`config.mk`:
```
export PLATFORM = sky130hd
export DESIGN_NAME = data_path
export DESIGN_NICKNAME = d
export VERILOG_FILES = /design/src/rtl/data_path.sv
export SDC_FILE = /design/constraint.sdc
export NUM_CORES = 1
export LEC_CHECK = 0
export ABC_AREA = 0
export CAP_MARGIN = 20
export CORE_UTILIZATION = 50
export CTS_CLUSTER_DIAMETER = 50
export DETAILED_ROUTE_END_ITERATION = 10
export DONT_BUFFER_PORTS = 1
export PLACE_DENSITY_LB_ADDON = 0.2
export REMOVE_ABC_BUFFERS = 1
export SYNTH_ARGS = -nofsm -noshare
export SYNTH_HDL_FRONTEND = slang
export SYNTH_SLANG_ARGS = --single-unit
```
`constraint.sdc`:
```
create_clock -name clk -period 13 [get_ports clk]
set_input_delay 0.65 -clock clk [delete_from_list [all_inputs] [get_ports clk]]
set_output_delay 0.65 -clock clk [all_outputs]
set_load 0.005 [all_outputs]
```
`src/rtl/data_path.sv`:
```
// Datapath of the K&S multicycle processor: PC, IR, 4x16 register file, ALU and flags.
// Executes control-unit enables/selects and returns instruction decode and ALU status.
package data_path_pkg;

    typedef enum logic [3:0] {
        I_NOP    = 4'd0,
        I_BRANCH = 4'd1,
        I_LOAD   = 4'd2,
        I_STORE  = 4'd3,
        I_ADD    = 4'd4,
        I_SUB    = 4'd5,
        I_AND    = 4'd6,
        I_OR     = 4'd7,
        I_HALT   = 4'd8
    } decoded_instruction_type;

    typedef struct packed {
        logic zero;
        logic neg;
        logic carry;
        logic ovf;
    } flags_t;

endpackage

module data_path
    import data_path_pkg::*;
(
    input  logic                    clk,
    input  logic                    rst,
    input  logic                    branch,
    input  logic                    pc_enable,
    input  logic                    ir_enable,
    input  logic                    write_reg_enable,
    input  logic                    addr_sel,
    input  logic                    c_sel,
    input  logic [1:0]              operation,
    input  logic                    flags_reg_enable,
    output decoded_instruction_type decoded_instruction,
    output logic                    zero_op,
    output logic                    neg_op,
    output logic                    unsigned_overflow,
    output logic                    signed_overflow,
    output logic [4:0]              ram_addr,
    output logic [15:0]             data_out,
    input  logic [15:0]             data_in
);

    localparam int unsigned DATA_W = 16;
    localparam int unsigned ADDR_W = 5;
    localparam int unsigned NREGS  = 4;

    logic [ADDR_W-1:0] pc;
    logic [DATA_W-1:0] ir;
    logic [DATA_W-1:0] regs [NREGS];
    flags_t            flags;

    logic [7:0]        opcode;
    logic [1:0]        mem_reg;
    logic [ADDR_W-1:0] ir_addr;
    logic [1:0]        c_idx;
    logic [1:0]        a_idx;
    logic [1:0]        b_idx;
    logic              unused_bits;

    logic [DATA_W-1:0] a_val;
    logic [DATA_W-1:0] b_val;
    logic [DATA_W-1:0] alu_result;
    logic [DATA_W:0]   add_full;
    flags_t            alu_flags;

    logic [1:0]        wr_idx;
    logic [DATA_W-1:0] wr_data;

    assign opcode      = ir[15:8];
    assign mem_reg     = ir[6:5];
    assign ir_addr     = ir[4:0];
    assign c_idx       = ir[5:4];
    assign a_idx       = ir[3:2];
    assign b_idx       = ir[1:0];
    assign unused_bits = ir[7];

    // Instruction decode for the control unit
    always_comb begin
        decoded_instruction = I_NOP;
        case (opcode)
            8'h01:   decoded_instruction = I_BRANCH;
            8'h81:   decoded_instruction = I_LOAD;
            8'h82:   decoded_instruction = I_STORE;
            8'hA1:   decoded_instruction = I_ADD;
            8'hA2:   decoded_instruction = I_SUB;
            8'hA3:   decoded_instruction = I_AND;
            8'hA4:   decoded_instruction = I_OR;
            8'hFF:   decoded_instruction = I_HALT;
            default: decoded_instruction = I_NOP;
        endcase
    end

    assign ram_addr = addr_sel ? ir_addr : pc;
    assign data_out = regs[mem_reg];

    assign a_val    = regs[a_idx];
    assign b_val    = regs[b_idx];
    assign add_full = {1'b0, a_val} + {1'b0, b_val};

    // ALU result and the status it would load into the flags register
    always_comb begin
        alu_result      = '0;
        alu_flags.carry = 1'b0;
        alu_flags.ovf   = 1'b0;
        case (operation)
            2'b00: begin
                alu_result      = add_full[DATA_W-1:0];
                alu_flags.carry = add_full[DATA_W];
                alu_flags.ovf   = (a_val[DATA_W-1] == b_val[DATA_W-1]) &&
                                  (alu_result[DATA_W-1] != a_val[DATA_W-1]);
            end
            2'b01: begin
                alu_result      = a_val - b_val;
                alu_flags.carry = (a_val < b_val);
                alu_flags.ovf   = (a_val[DATA_W-1] != b_val[DATA_W-1]) &&
                                  (alu_result[DATA_W-1] != a_val[DATA_W-1]);
            end
            2'b10:   alu_result = a_val & b_val;
            default: alu_result = a_val | b_val;
        endcase
        alu_flags.zero = (alu_result == '0);
        alu_flags.neg  = alu_result[DATA_W-1];
    end

    assign wr_idx  = c_sel ? mem_reg : c_idx;
    assign wr_data = c_sel ? data_in : alu_result;

    // Architectural state; reset wins over every enable
    always_ff @(posedge clk) begin
        if (rst) begin
            pc    <= '0;
            ir    <= '0;
            flags <= '0;
            for (int i = 0; i < int'(NREGS); i++) regs[i] <= '0;
        end else begin
            if (ir_enable) ir <= data_in;
            if (pc_enable) pc <= branch ? ir_addr : pc + ADDR_W'(1);
            if (write_reg_enable) regs[wr_idx] <= wr_data;
            if (flags_reg_enable) flags <= alu_flags;
        end
    end

    assign zero_op           = flags.zero;
    assign neg_op            = flags.neg;
    assign unsigned_overflow = flags.carry;
    assign signed_overflow   = flags.ovf;

endmodule

```
# After elaboration in Yosys (flattened, before gate mapping)
# Memory sizes are Yosys's and may differ from the RTL's. A register that Yosys moved wholly into a read port is not among the register bits.
# Index checks and enable logic that the tools add are counted.
[classes]
bitwise = 2
eq_ne = 14
mux = 21
order_cmp = 1
reduce_logical = 5
n_addsub = 3
[ops]
columns = ["operator", "n"]
rows = [
  ["$eq 8x8->1 const B", 7],
  ["$pmux 16 s3", 1],
  ["$mux 16", 2],
  ["$pmux 4 s8", 1],
  ["$add 16x16->17", 1],
  ["$and 16x16->16", 1],
  ["$logic_not 16->1", 1],
  ["$lt 16x16->1", 1],
  ["$mux 2", 8],
  ["$or 16x16->16", 1],
  ["$reduce_or 16->1", 1],
  ["$sub 16x16->16", 1],
  ["$mux 5", 2],
  ["$eq 8x1->1 const B", 1],
  ["$mux 1", 6],
  ["$add 5x1->5 const B", 1],
  ["$pmux 2 s2", 1],
  ["$ne 1x1->1", 3],
  ["$eq 2x1->1 const B", 1],
  ["$eq 2x2->1 const B", 1],
  ["$logic_and 1x1->1", 2],
  ["$logic_not 2->1", 1],
  ["$eq 1x1->1", 1],
]
[word_totals]
regBits = 25
output_inout_bits = 29
ram_bits = 64
mem_count = 1
wordCells = 53
in_bits = 27
[memory_table]
columns = ["name", "words", "word_bits", "rd", "rd_ports_with_merged_regs", "wr", "line_no", "source"]
rows = [
  ["regs", 4, 16, 3, 3, 4, "55", "logic [DATA_W-1:0] regs [NREGS];"],
]

# Logic depth before layout (Yosys ltp)
# Gate-level depths: netlist of the first run.
[logic_depth]
depth_word = 5
depth_mapped = 15
depth_no_buf = 14

# Worst setup path before layout of the first run
# Ideal clock, no wire load.
[synth_timing]
path_type = "reg-to-reg"
from = "register (tool-made name)"
to = "register flags, in the netlist zero_op"
n_path_buf = 3
required_time_ns = 12.931
setup_slack_ns = 8.124
stages_incl_launch_ff = 16
setup_ns = 0.069
arrival_time_ns = 4.808
synth_period_minus_slack_ns = 4.876
cell_sequence = "dfxtp_1 -> clkbuf_1 -> buf_1 -> mux4_2 -> inv_1 -> ha_1 -> buf_2 -> a21o_1 -> or4_1 -> o22a_1 -> a2111oi_2 -> xnor2_1 -> a211o_1 -> or4_1 -> or4b_1 -> o21ai_1"
[synth_lines]
columns = ["item", "line_no", "source"]
rows = [
  ["end signal, assigned", "145", "if (flags_reg_enable) flags <= alu_flags;"],
  ["end, declared", "56", "flags_t flags;"],
]

==> metrics.md, run 1 <==
| Metric | Value |
|---|---|
| Outcome | `complete, no violations` |
| Minimum clock period | `approximately 5 ns` |
| Sequential-to-total area share from yosys stat | `0.346` |
| Worst rel slew slack | `0.392` |
| Post-synth cell types | `between 60 and 70` |
| Clock Latency Late Sink | `0.34 ns` |
| P&R area growth vs syn | `4.78%` |
| Clock Tree Buf Depth | `2` |
| R2R Setup Slk | `roughly 8 ns` |
| Final Max Tran Viols | `0` |
| Hold Buf Count CTS | `0` |
| Post-DP Area | `between 7000 and 8000 sq um` |
| Post-CTS setup buffers | `0` |
| Flop pwr share | `0.410` |
| Critical path type | `reg2reg` |
| GRT Util Overall | `0.258` |
| Worst-margin pin slew | `roughly 0.9 ns` |
| Final period util | `0.377` |
| Endpoint class of the critical path | `flop` |
| Post-route design area | `~7600 sq um` |
| Syn Area/Cell | `between 10 and 15 sq um` |
| Net Switching | `between 200 and 300 uW` |
| Crit path max fanout | `16` |
| Hold/Removal Path Class | `in2reg` |
| Initial DRC count | `between 700 and 800` |
| Critical Path AT | `between 5 and 6 ns` |
| Post-CTS sizing | `0` |
| # IOs | `56` |
| HPWL after DPL | `13.5 mm` |
| Pwr dens | `roughly 110 nW/um^2` |
| RSZ-0062 raised after global routing | `no` |
| Synth Flop Type | `edfxtp_1` |
| H-tree depth | `3` |
| Number of I/O port buffers | `0` |
| Number of synthesized flops with an enable pin | `64` |
| Crit path required time | `between 10 and 15 ns` |
| Initial antenna violation count | `0` |
| Cells along the critical path | `mux4_2 > inv_1 > ha_1 > or3_4 > nand3_2 > xnor2_1 > mux4_2 > or4_1 > or4_1 > or4_1 > or4b_1 > o21ai_1` |
| DRC | `0` |
| Max Clock Freq | `204 MHz` |
| Clk pwr share | `0.291` |
| MaxCap Viol Count | `0` |
| Mapped Cells | `727` |
| First-pass GRT wire length | `about 29 mm` |
| Hold Vio Cnt, Final | `0` |
| Vias in the first global route | `5477` |
| Die width | `123 um` |
| Vias | `~5700` |
| Combinational share of power | `0.299` |
| Max incr delay on CP | `between 0.8 and 0.9 ns` |
| VDD IR max | `about 0.000076 V` |
| Gpl congestion | `just under 0.9` |
| Clk_skew | `0.00759 ns` |
| Setup Viol. Count Final | `0` |
| Core area | `about 14000 sq um` |
| Pin count of the biggest net entering global routing | `53` |
| Leakage | `between 2 and 3 nW` |
| Pint | `580 uW` |
| Die Ht | `~120 um` |
| Die area | `~15000 sq um` |
| Post-layout util | `0.543` |
| Synthesis warning total | `0` |
| Slowest CP cell | `dfxtp_1` |
| Detail Route Antenna Nets | `0` |
| DRT Wirelength | `approximately 19 mm` |
| Worst hold margin | `around 0.37 ns` |
| Share of layout cells above drive strength 1 | `0.116` |
| Setup total negative slack | `0 ns` |
| ANT cells | `0` |
| #FFs+latches synth | `94` |
| Sw frac | `0.327` |
| Cell area after synthesis | `approximately 7300 sq um` |
| Cell Rows | `43` |
| CTS buffer count | `9` |
| Worst-path clk slew | `~0.07 ns` |
| Total clock sinks | `94` |
| Grt total ovfl | `0` |
| Most Frequent Cell on Critical Path | `or4_1` |
| DR pass1 iterations | `5` |
| CTS Root Cell | `clkbuf_16` |
| Layout Nets | `around 770` |
| Routed WL per cell | `around 21 um` |
| Vias per inst | `6.51` |
| Initial Util | `0.519` |
| Crit path launch type | `flop` |
| TritonCTS clock tree | `done` |
| Post-synthesis async set-or-reset flop share | `0` |
==> state kept, by name, summed over array words and instances (netlist names), named ones only <==
name	count
signed_overflow	1
ir	15
regs	64
zero_op	1
neg_op	1
unsigned_overflow	1
pc	5
==> cells in the final DEF, fill, tap and decap left out, types with 19 or more instances in the layout <==
cell type	instances
o21ai_0	29
o211ai_1	19
nand2_1	39
mux4_2	50
ha_1	51
edfxtp_1	64
dfxtp_1	30
inv_1	68
nor2_1	96
mux2i_1	25
nor3_1	25
==> worst paths after layout <==
path                                       end  cells past startpoint                          from
setup / recovery          zero_op$_SDFFE_PP0P_                     12                          flop
setup reg to reg          zero_op$_SDFFE_PP0P_                     12                          flop
hold / removal              pc[0]$_SDFFE_PP0P_                      1                           rst
hold reg to reg   signed_overflow$_SDFFE_PP0P_                      2  signed_overflow$_SDFFE_PP0P_
==> critical path, delay by kind of cell, from the launching register on <==
kind            cells  cell delay [ns]
xor+xnor            1             0.06
mux                 2             0.93
simple gates        6             2.38
flops               1             0.87
fa+ha+maj           1             0.29
buf+inv             1             0.17
compound gates      1             0.12
==> cells by family (layout without fill, tap and decap cells) <==
kind of cell	Yosys count	in the layout	synth area share
AND/OR/NAND/NOR	223	223	0.143
AO/OA/AOI/OAI	143	143	0.141
buffers and inverters	120	90	0.0625
flip-flops	94	94	0.346
multiplexers	81	81	0.198
adder cells (fa/ha/maj)	53	53	0.0931
XOR/XNOR	13	13	0.0156
==> power by group through the flow <==
stage	combinational [mW]	clock, mW	sequential (mW)
after floorplan	0.191	0	0.357
after global placement	0.248	0	0.358
after detailed placement	0.253	0	0.360
after CTS	0.254	0.251	0.353
after global routing	0.281	0.261	0.356
final	0.258	0.251	0.353
==> metal layers <==
metal	global-route usage	part of all wire
met1	0.343	0.42
met2	0.436	0.48
met3	0.0335	0.080
met4	0.0800	0.019
met5	0	0
==> Yosys cell counts, types with 3 or more instances <==
master,count,area (sq um)
clkinv_1,3,11.3
or4_1,7,52.6
a22o_1,4,35.0
a211oi_1,4,30.0
nand3_1,13,65.1
nor3_1,25,125
xnor2_1,12,105
o41ai_1,8,70.1
mux2_2,6,67.6
edfxtp_1,64,1920
inv_1,68,255
or3_1,6,37.5
o2111ai_1,3,26.3
buf_1,7,26.3
a2111oi_0,3,26.3
a21oi_1,18,90.1
nor4_1,3,18.8
o211a_1,3,30.0
nand2b_1,10,62.6
o21a_1,4,30.0
o21ai_0,29,145
o21bai_1,6,45.0
ha_1,51,638
o211ai_1,19,143
nor2_1,96,360
dfxtp_1,30,601
mux2i_1,25,250
clkbuf_1,40,150
a311oi_1,4,35.0
nor2b_1,9,56.3
a21o_1,5,37.5
a22oi_1,3,22.5
a31oi_1,4,25.0
a221oi_1,4,35.0
nand2_1,39,146
and3_1,4,25.0
mux4_2,50,1130
==> through the flow <==
stage / setup WS (ns) / total power [mW] / std cells
floorplan: 8.21 / 0.548 / 678
global placement: 8.22 / 0.606 / 861
detailed placement: 8.17 / 0.612 / 861
CTS: 8.12 / 0.859 / 877
global route: 7.97 / 0.898 / 877
finish: 8.10 / 0.862 / 877
==> layout make-up <==
| type | instances | area, sq um |
|---|---|---|
| clock inverter | 5 | 43.8 |
| inverter | 71 | 267 |
| multi-input combinational | 513 | 4310 |
| fill | 1226 | 6410 |
| timing repair buffer | 3 | 22.5 |
| clock buffer | 11 | 243 |
| tap | 180 | 225 |
| sequential | 94 | 2520 |
(Power assumes the default switching activity.)
==> run 2: changes to the inputs <==
==> constraint.sdc (replaced) <==
create_clock -name clk -period 4.35 [get_ports clk]
set_input_delay 0.2175 -clock clk [delete_from_list [all_inputs] [get_ports clk]]
set_output_delay 0.2175 -clock clk [all_outputs]
set_load 0.005 [all_outputs]
==> metrics.md, run 2 (synthesis results as in run 1) <==
| Metric | Value |
|---|---|
| Outcome | `finished, violations left` |
| Failing checks | `setup timing` |
| Layout Nets | `834 (+8.0%)` |
| Die width | `123 um (unchanged)` |
| Hold Vio Cnt, Final | `0 (unchanged)` |
| Final WS setup | `-0.0127 ns (-8.11 ns)` |
| Die Ht | `123 um (unchanged)` |
| Critical Path AT | `4.64 ns (-0.54 ns)` |
| Max Clock Freq | `229 MHz (+12%)` |
| Leakage | `3.30 nW (+11%)` |
| Metal2 WL | `9.64 mm (+6.8%)` |
| Pwr dens | `333 nW/um^2 (+190%)` |
| Critical path type | `reg2reg` |
| Vias | `5998 (+5.1%)` |
| Setup Viol. Count Final | `1 (+1)` |
| Hold Crit Depth | `2 (+1)` |
| Gpl congestion | `0.927 (+6.2%)` |
| Die area | `15100 sq um (unchanged)` |
| Clk_skew | `0.0105 ns (+0.00291 ns)` |
| Worst r2r src | `regs[2][2]$_SDFFCE_PN0P_` |
| Vias in the first global route | `5949 (+8.6%)` |
| Initial Util | `0.519 (unchanged)` |
| Biggest regs | `regs: 64 flops, ir: 15 flops, pc: 5 flops` |
| Crit path required time | `4.63 ns (-8.65 ns)` |
| Detail Route Antenna Nets | `0 (unchanged)` |
| Slowest CP cell | `mux4_2` |
| Clock Latency Late Sink | `0.34 ns (about the same)` |
| DRT Wirelength | `19.9 mm (+6.0%)` |
| Critical Path End | `zero_op$_SDFFE_PP0P_` |
| DR top layer | `met4` |
| Met1 WL | `8.58 mm (+9.4%)` |
| Initial antenna violation count | `0 (unchanged)` |
| Minimum clock period | `4.36 ns (-0.540 ns)` |
| Total clock sinks | `94 (unchanged)` |
| TritonCTS clock tree | `done` |
| Hold/Removal Path Class | `in2reg` |
| Crit path depth | `12 (unchanged)` |
| CTS Root Cell | `clkbuf_16` |
| First-pass GRT wire length | `31.5 mm (+8.4%)` |
| Worst rel slew slack | `0.365 (-0.0267)` |
| # IOs | `56 (unchanged)` |
| DRC | `0 (unchanged)` |
| Layout fillers | `1133 (-7.6%)` |
| R2R cell count | `12 (unchanged)` |
| Share of layout cells above drive strength 1 | `0.209 (+0.0933)` |
| WP buf/inv | `1 (unchanged)` |
| CP delay by family, top | `simple AND/OR/NAND/NOR gates` |
| VDD IR max | `0.000249 V (+230%)` |
| Cell Rows | `43 (unchanged)` |
| Met3 wire len | `1.22 mm (-19%)` |
| Crit path max fanout | `3 (-13)` |
| Max incr delay on CP | `0.51 ns (-0.36 ns)` |
| Core area | `14000 sq um (unchanged)` |
| Largest register by flop count | `regs` |
| Worst-path clk slew | `0.07 ns (about the same)` |
| P&R area growth vs syn | `12.8%` |
| ANT cells | `0 (unchanged)` |
| Routed WL per cell | `21.1 um (-0.97%)` |
| RSZ-0062 raised after global routing | `yes` |
| H-tree depth | `3 (unchanged)` |
| Worst-margin pin slew | `0.950 ns (+0.0411 ns)` |
| Vias per inst | `6.39 (-1.8%)` |
| Multi-input logic area | `4400 sq um (+2.1%)` |
| PnR Total Power | `2.74 mW (+220%)` |
| Grt total ovfl | `0 (unchanged)` |
| Initial DRC count | `569 (-20%)` |
| Most frequent cells in the layout | `95 x nor2_1, 64 x inv_1, 64 x edfxtp_1` |
| Clock Tree Buf Depth | `2 (unchanged)` |
| Most Frequent Cell on Critical Path | `or4_4` |
| Final Max Tran Viols | `0 (unchanged)` |
| Cells along the critical path | `mux4_2 > inv_1 > ha_4 > or3_4 > nand3_2 > xnor2_1 > mux4_2 > or4_4 > or4_4 > or4_4 > or4b_1 > o21ai_1` |
| Final period util | `1.00 (+0.626)` |
| FF/Latch Area | `2530 sq um (+0.35%)` |
| Worst hold margin | `0.0280 ns (-0.344 ns)` |
| Number of I/O port buffers | `0 (unchanged)` |
| GRT Util Overall | `0.276 (+0.0181)` |
| CTS buffer count | `9 (unchanged)` |
| Pin count of the biggest net entering global routing | `53 (unchanged)` |
| DR pass1 iterations | `5 (unchanged)` |
| Most common library cell in the layout ignoring fill and taps | `nor2_1` |
| Max reg flops | `64 (unchanged)` |
| R2R Setup Slk | `-0.01 ns (-8.11 ns)` |
| Reg-to-Reg End | `zero_op$_SDFFE_PP0P_` |
| Crit path launch type | `flop` |
| MaxCap Viol Count | `0 (unchanged)` |
| Endpoint class of the critical path | `flop` |
| Worst Setup SP | `regs[2][2]$_SDFFCE_PN0P_` |
| HPWL after DPL | `14.5 mm (+7.4%)` |
| Setup total negative slack | `-0.0127 ns (-0.0127 ns)` |
## run 2: changes by cell type in the layout (fill, tap and decap cells not counted), sizes merged
cell	change
buf	+60
clkbuf	+1
clkinv	-2
dlygate4sd3	+2
inv	+1
## run 2: power by group
group	switching, mW	internal (mW)
Sequential	0.0475	1.01
Clock	0.320	0.421
Combinational	0.513	0.427
## run 2: stage by stage
step                utilization  instances  cell area [sq um]  worst slack [ns]
floorplan                     -        678               7090            -0.441
global placement          0.551        913               7740           -0.0549
detailed placement        0.551        913               7740            -0.123
CTS                       0.578        935               8120          -0.00600
global route              0.585        939               8210            -0.122
finish                    0.585        939               8210           -0.0127
## run 2: metal layers
metal	vias to the layer above	track usage
met5	-	0
met4	0	0.0892
met3	33	0.0400
met2	257	0.459
met1	2960	0.370
li1	2748	-
## run 2: area by class of cell
cell class,instances,area share
Tap cell,180,0.0274
Clock buffer,12,0.0312
Inverter,71,0.0324
Clock inverter,4,0.00350
Sequential cell,94,0.308
Timing Repair Buffer,65,0.0620
Multi-Input combinational cell,513,0.535
## run 2: worst min path at each step
stage	start	end	slack, ns
2_1_floorplan	rst	signed_overflow$_SDFFE_PP0P_	0.29
3_3_place_gp	rst	pc[2]$_SDFFE_PP0P_	0.29
3_5_place_dp	rst	pc[3]$_SDFFE_PP0P_	0.30
4_1_cts	data_in[11]	ir[11]$_SDFFE_PP0P_	0.03
5_1_grt	data_in[15]	ir[15]$_SDFFE_PP0P_	0.04
6_report	data_in[13]	ir[13]$_SDFFE_PP0P_	0.03
## run 2: what timing repair did
action | 4_1_cts | 5_1_grt
endpoints found under the setup margin | 1 | 12
resized for setup | 19 | 9
pin swaps | 8 | 11
endpoints found under the hold margin | 28 | 0
buffers inserted | 4 | 4
hold buffers | 2 | 0
==> run 3: changes to the inputs <==
--- a/config.mk
+++ b/config.mk
@@ -6,11 +6,11 @@
 export NUM_CORES = 1
 export LEC_CHECK = 0
 export ABC_AREA = 0
+export BUFFER_PORTS_ARGS = -buffer_cell sky130_fd_sc_hd__buf_2
 export CAP_MARGIN = 20
-export CORE_UTILIZATION = 50
+export CORE_UTILIZATION = 30
 export CTS_CLUSTER_DIAMETER = 50
 export DETAILED_ROUTE_END_ITERATION = 10
-export DONT_BUFFER_PORTS = 1
 export PLACE_DENSITY_LB_ADDON = 0.2
 export REMOVE_ABC_BUFFERS = 1
 export SYNTH_ARGS = -nofsm -noshare
==> metrics.md, run 3 (synthesis results as in run 1) <==
| Metric | Value |
|---|---|
| Final Max Tran Viols | `0 (unchanged)` |
| GRT Util Overall | `0.173 (-0.102)` |
| Met3 wire len | `748 um (-39%)` |
| Setup Viol. Count Final | `0 (-1)` |
| P&R area growth vs syn | `20.7%` |
| Vias | `5885 (-1.9%)` |
| WP buf/inv | `2 (+1)` |
| Final Non-Filler Cells | `1139 (+21%)` |
| Die area | `24900 sq um (+65%)` |
| Layout fillers | `2394 (+110%)` |
| TritonCTS clock tree | `done` |
| Inst Count DP | `1118 (+22%)` |
| CTS Root Cell | `clkbuf_16` |
| Critical Path AT | `4.56 ns (-0.08 ns)` |
| DRC | `0 (unchanged)` |
| Clk_skew | `0.00974 ns (-0.000753 ns)` |
| Layout Nets | `895 (+7.3%)` |
| Final period util | `0.985 (-0.0184)` |
| Die Ht | `158 um (+29%)` |
| Clk pwr share | `0.295 (+0.024)` |
| Metal2 WL | `9.62 mm (-0.20%)` |
| CTS buffer count | `9 (unchanged)` |
| Sw frac | `0.325 (+0.00325)` |
| Leakage | `3.60 nW (+9.0%)` |
| Detail Route Antenna Nets | `0 (unchanged)` |
| First-pass GRT wire length | `32.7 mm (+3.9%)` |
| HPWL after DPL | `15.9 mm (+9.6%)` |
| Worst rel slew slack | `0.341 (-0.0237)` |
| Worst hold margin | `0.129 ns (+0.101 ns)` |
| Pin count of the biggest net entering global routing | `35 (-34%)` |
| Most frequent cells in the layout | `96 x nor2_1, 68 x buf_4, 65 x inv_1` |
| Crit path required time | `4.63 ns (about the same)` |
| Cell Rows | `56 (+30%)` |
| Largest register by flop count | `regs` |
| RSZ-0062 raised after global routing | `yes` |
| Pint | `1.98 mW (+6.9%)` |
| ANT cells | `0 (unchanged)` |
| Max Clock Freq | `233 MHz (+1.9%)` |
| Outcome | `complete, no violations` |
| Crit path launch type | `flop` |
| CP delay by family, top | `simple AND/OR/NAND/NOR gates` |
| Max reg flops | `64 (unchanged)` |
| Combinational share of power | `0.346 (+0.003)` |
| Hold path start | `data_in[9]` |
| Routed WL per cell | `18.5 um (-12%)` |
| Hold Buf Count CTS | `0 (-2)` |
| Number of I/O port buffers | `55 (+55)` |
| VDD IR max | `0.000185 V (-26%)` |
| Flop pwr share | `0.358 (-0.028)` |
| Gpl congestion | `0.784 (-15%)` |
| # IOs | `56 (unchanged)` |
| DR top layer | `met4` |
| Met1 WL | `10.5 mm (+22%)` |
| Vias per inst | `5.17 (-19%)` |
| Die width | `158 um (+29%)` |
| H-tree depth | `3 (unchanged)` |
| Worst-margin pin slew | `0.987 ns (+0.0373 ns)` |
| Max incr delay on CP | `0.52 ns (about the same)` |
| Hold Vio Cnt, Final | `0 (unchanged)` |
| PnR Total Power | `2.94 mW (+7.4%)` |
| MaxCap Viol Count | `0 (unchanged)` |
| Initial DRC count | `385 (-32%)` |
| Minimum clock period | `4.28 ns (-0.0800 ns)` |
| Post-DP Area | `8260 sq um (+6.7%)` |
| Vias in the first global route | `5692 (-4.3%)` |
| Critical path type | `reg2reg` |
| Net Switching | `956 uW (+8.5%)` |
| Initial antenna violation count | `0 (unchanged)` |
| Initial Util | `0.308 (-0.210)` |
| Post-route design area | `8790 sq um (+7.1%)` |
| Endpoint class of the critical path | `flop` |
| Most common library cell in the layout ignoring fill and taps | `nor2_1` |
| DR pass1 iterations | `5 (unchanged)` |
| Core area | `23600 sq um (+68%)` |
| Total clock sinks | `94 (unchanged)` |
| Clock Tree Buf Depth | `2 (unchanged)` |
| Grt total ovfl | `0 (unchanged)` |
| Biggest regs | `regs: 64 flops, ir: 15 flops, pc: 5 flops` |
| Share of layout cells above drive strength 1 | `0.278 (+0.0686)` |
| Hold/Removal Path Class | `in2reg` |
| Pwr dens | `334 nW/um^2 (+0.30%)` |
| Crit path max fanout | `4 (+1)` |
| Slowest CP cell | `mux4_2` |
| Cells along the critical path | `buf_4 > mux4_2 > ha_1 > inv_1 > fa_1 > mux4_2 > or4_1 > or4_4 > or4_4 > or4b_4 > o21ai_1` |
| Worst-path clk slew | `0.07 ns (about the same)` |
| Clock Latency Late Sink | `0.34 ns (about the same)` |
| Setup total negative slack | `0 ns (+0.0127 ns)` |
| DRT Wirelength | `21.1 mm (+6.2%)` |
==> run 3: cell count changes in the layout (fill, tap and decap cells not counted), moves of 2 or more <==
cell / before / now
buf_2: 0 / 55
clkbuf_8: 2 / 0
buf_4: 61 / 68
bufinv_16: 0 / 2
dlygate4sd3_1: 2 / 0
a221oi_2: 0 / 2
a221oi_1: 4 / 2
inv_6: 1 / 4
ha_2: 0 / 2
==> run 3: power by group through the flow <==
stage	sequential (mW)	clock [mW]	combinational, mW
4_1_cts	1.05	0.882	0.960
6_report	1.05	0.868	1.02
3_5_place_dp	1.07	0	0.949
5_1_grt	1.06	0.918	1.11
2_1_floorplan	1.07	0	0.570
3_3_place_gp	1.07	0	0.957
==> run 3: worst reg2reg max path: stages (launching register included) <==
cell and delay, ns:
dfxtp_4 0.38, buf_4 0.11, mux4_2 0.52, ha_1 0.21, inv_1 0.08, fa_1 0.42
mux4_2 0.51, or4_1 0.49, or4_4 0.43, or4_4 0.43, or4b_4 0.51, o21ai_1 0.11
==> run 3: final cells by class <==
type | instances | area [sq um] | share of cell area
clock buffer | 9 | 225 | 0.0256
clock inverter | 7 | 103 | 0.0117
inverter | 71 | 267 | 0.0303
multi-input combinational | 513 | 4450 | 0.506
sequential | 94 | 2530 | 0.288
tap | 319 | 399 | 0.0454
timing repair buffer | 126 | 823 | 0.0936
==> run 3: layer usage <==
layer  vias up  track usage
met2       145        0.267
met5         -            0
met4         0       0.0490
li1       2864            -
met3        11       0.0181
met1      2865        0.255
==> run 3: path summary, 6_finish.rpt <==
kind / cells past startpoint / endpoint / slack, ns
max: 11 / zero_op$_SDFFE_PP0P_ / 0.07
min: 3 / ir[9]$_SDFFE_PP0P_ / 0.13
max reg2reg: 11 / zero_op$_SDFFE_PP0P_ / 0.07
min reg2reg: 2 / signed_overflow$_SDFFE_PP0P_ / 0.46
==> run 3: what timing repair did <==
action	CTS	global route
setup endpoints to repair	1	9
buffers inserted	0	5
pin swaps	0	7
resized for setup	11	27
==> run 3: metrics by stage <==
stage | setup WS (ns) | utilization
after floorplan | -0.441 | -
after global placement | -0.0642 | 0.350
after detailed placement | -0.0872 | 0.350
after CTS | 0.00160 | 0.365
after global routing | -0.0354 | 0.372
final | 0.0673 | 0.372
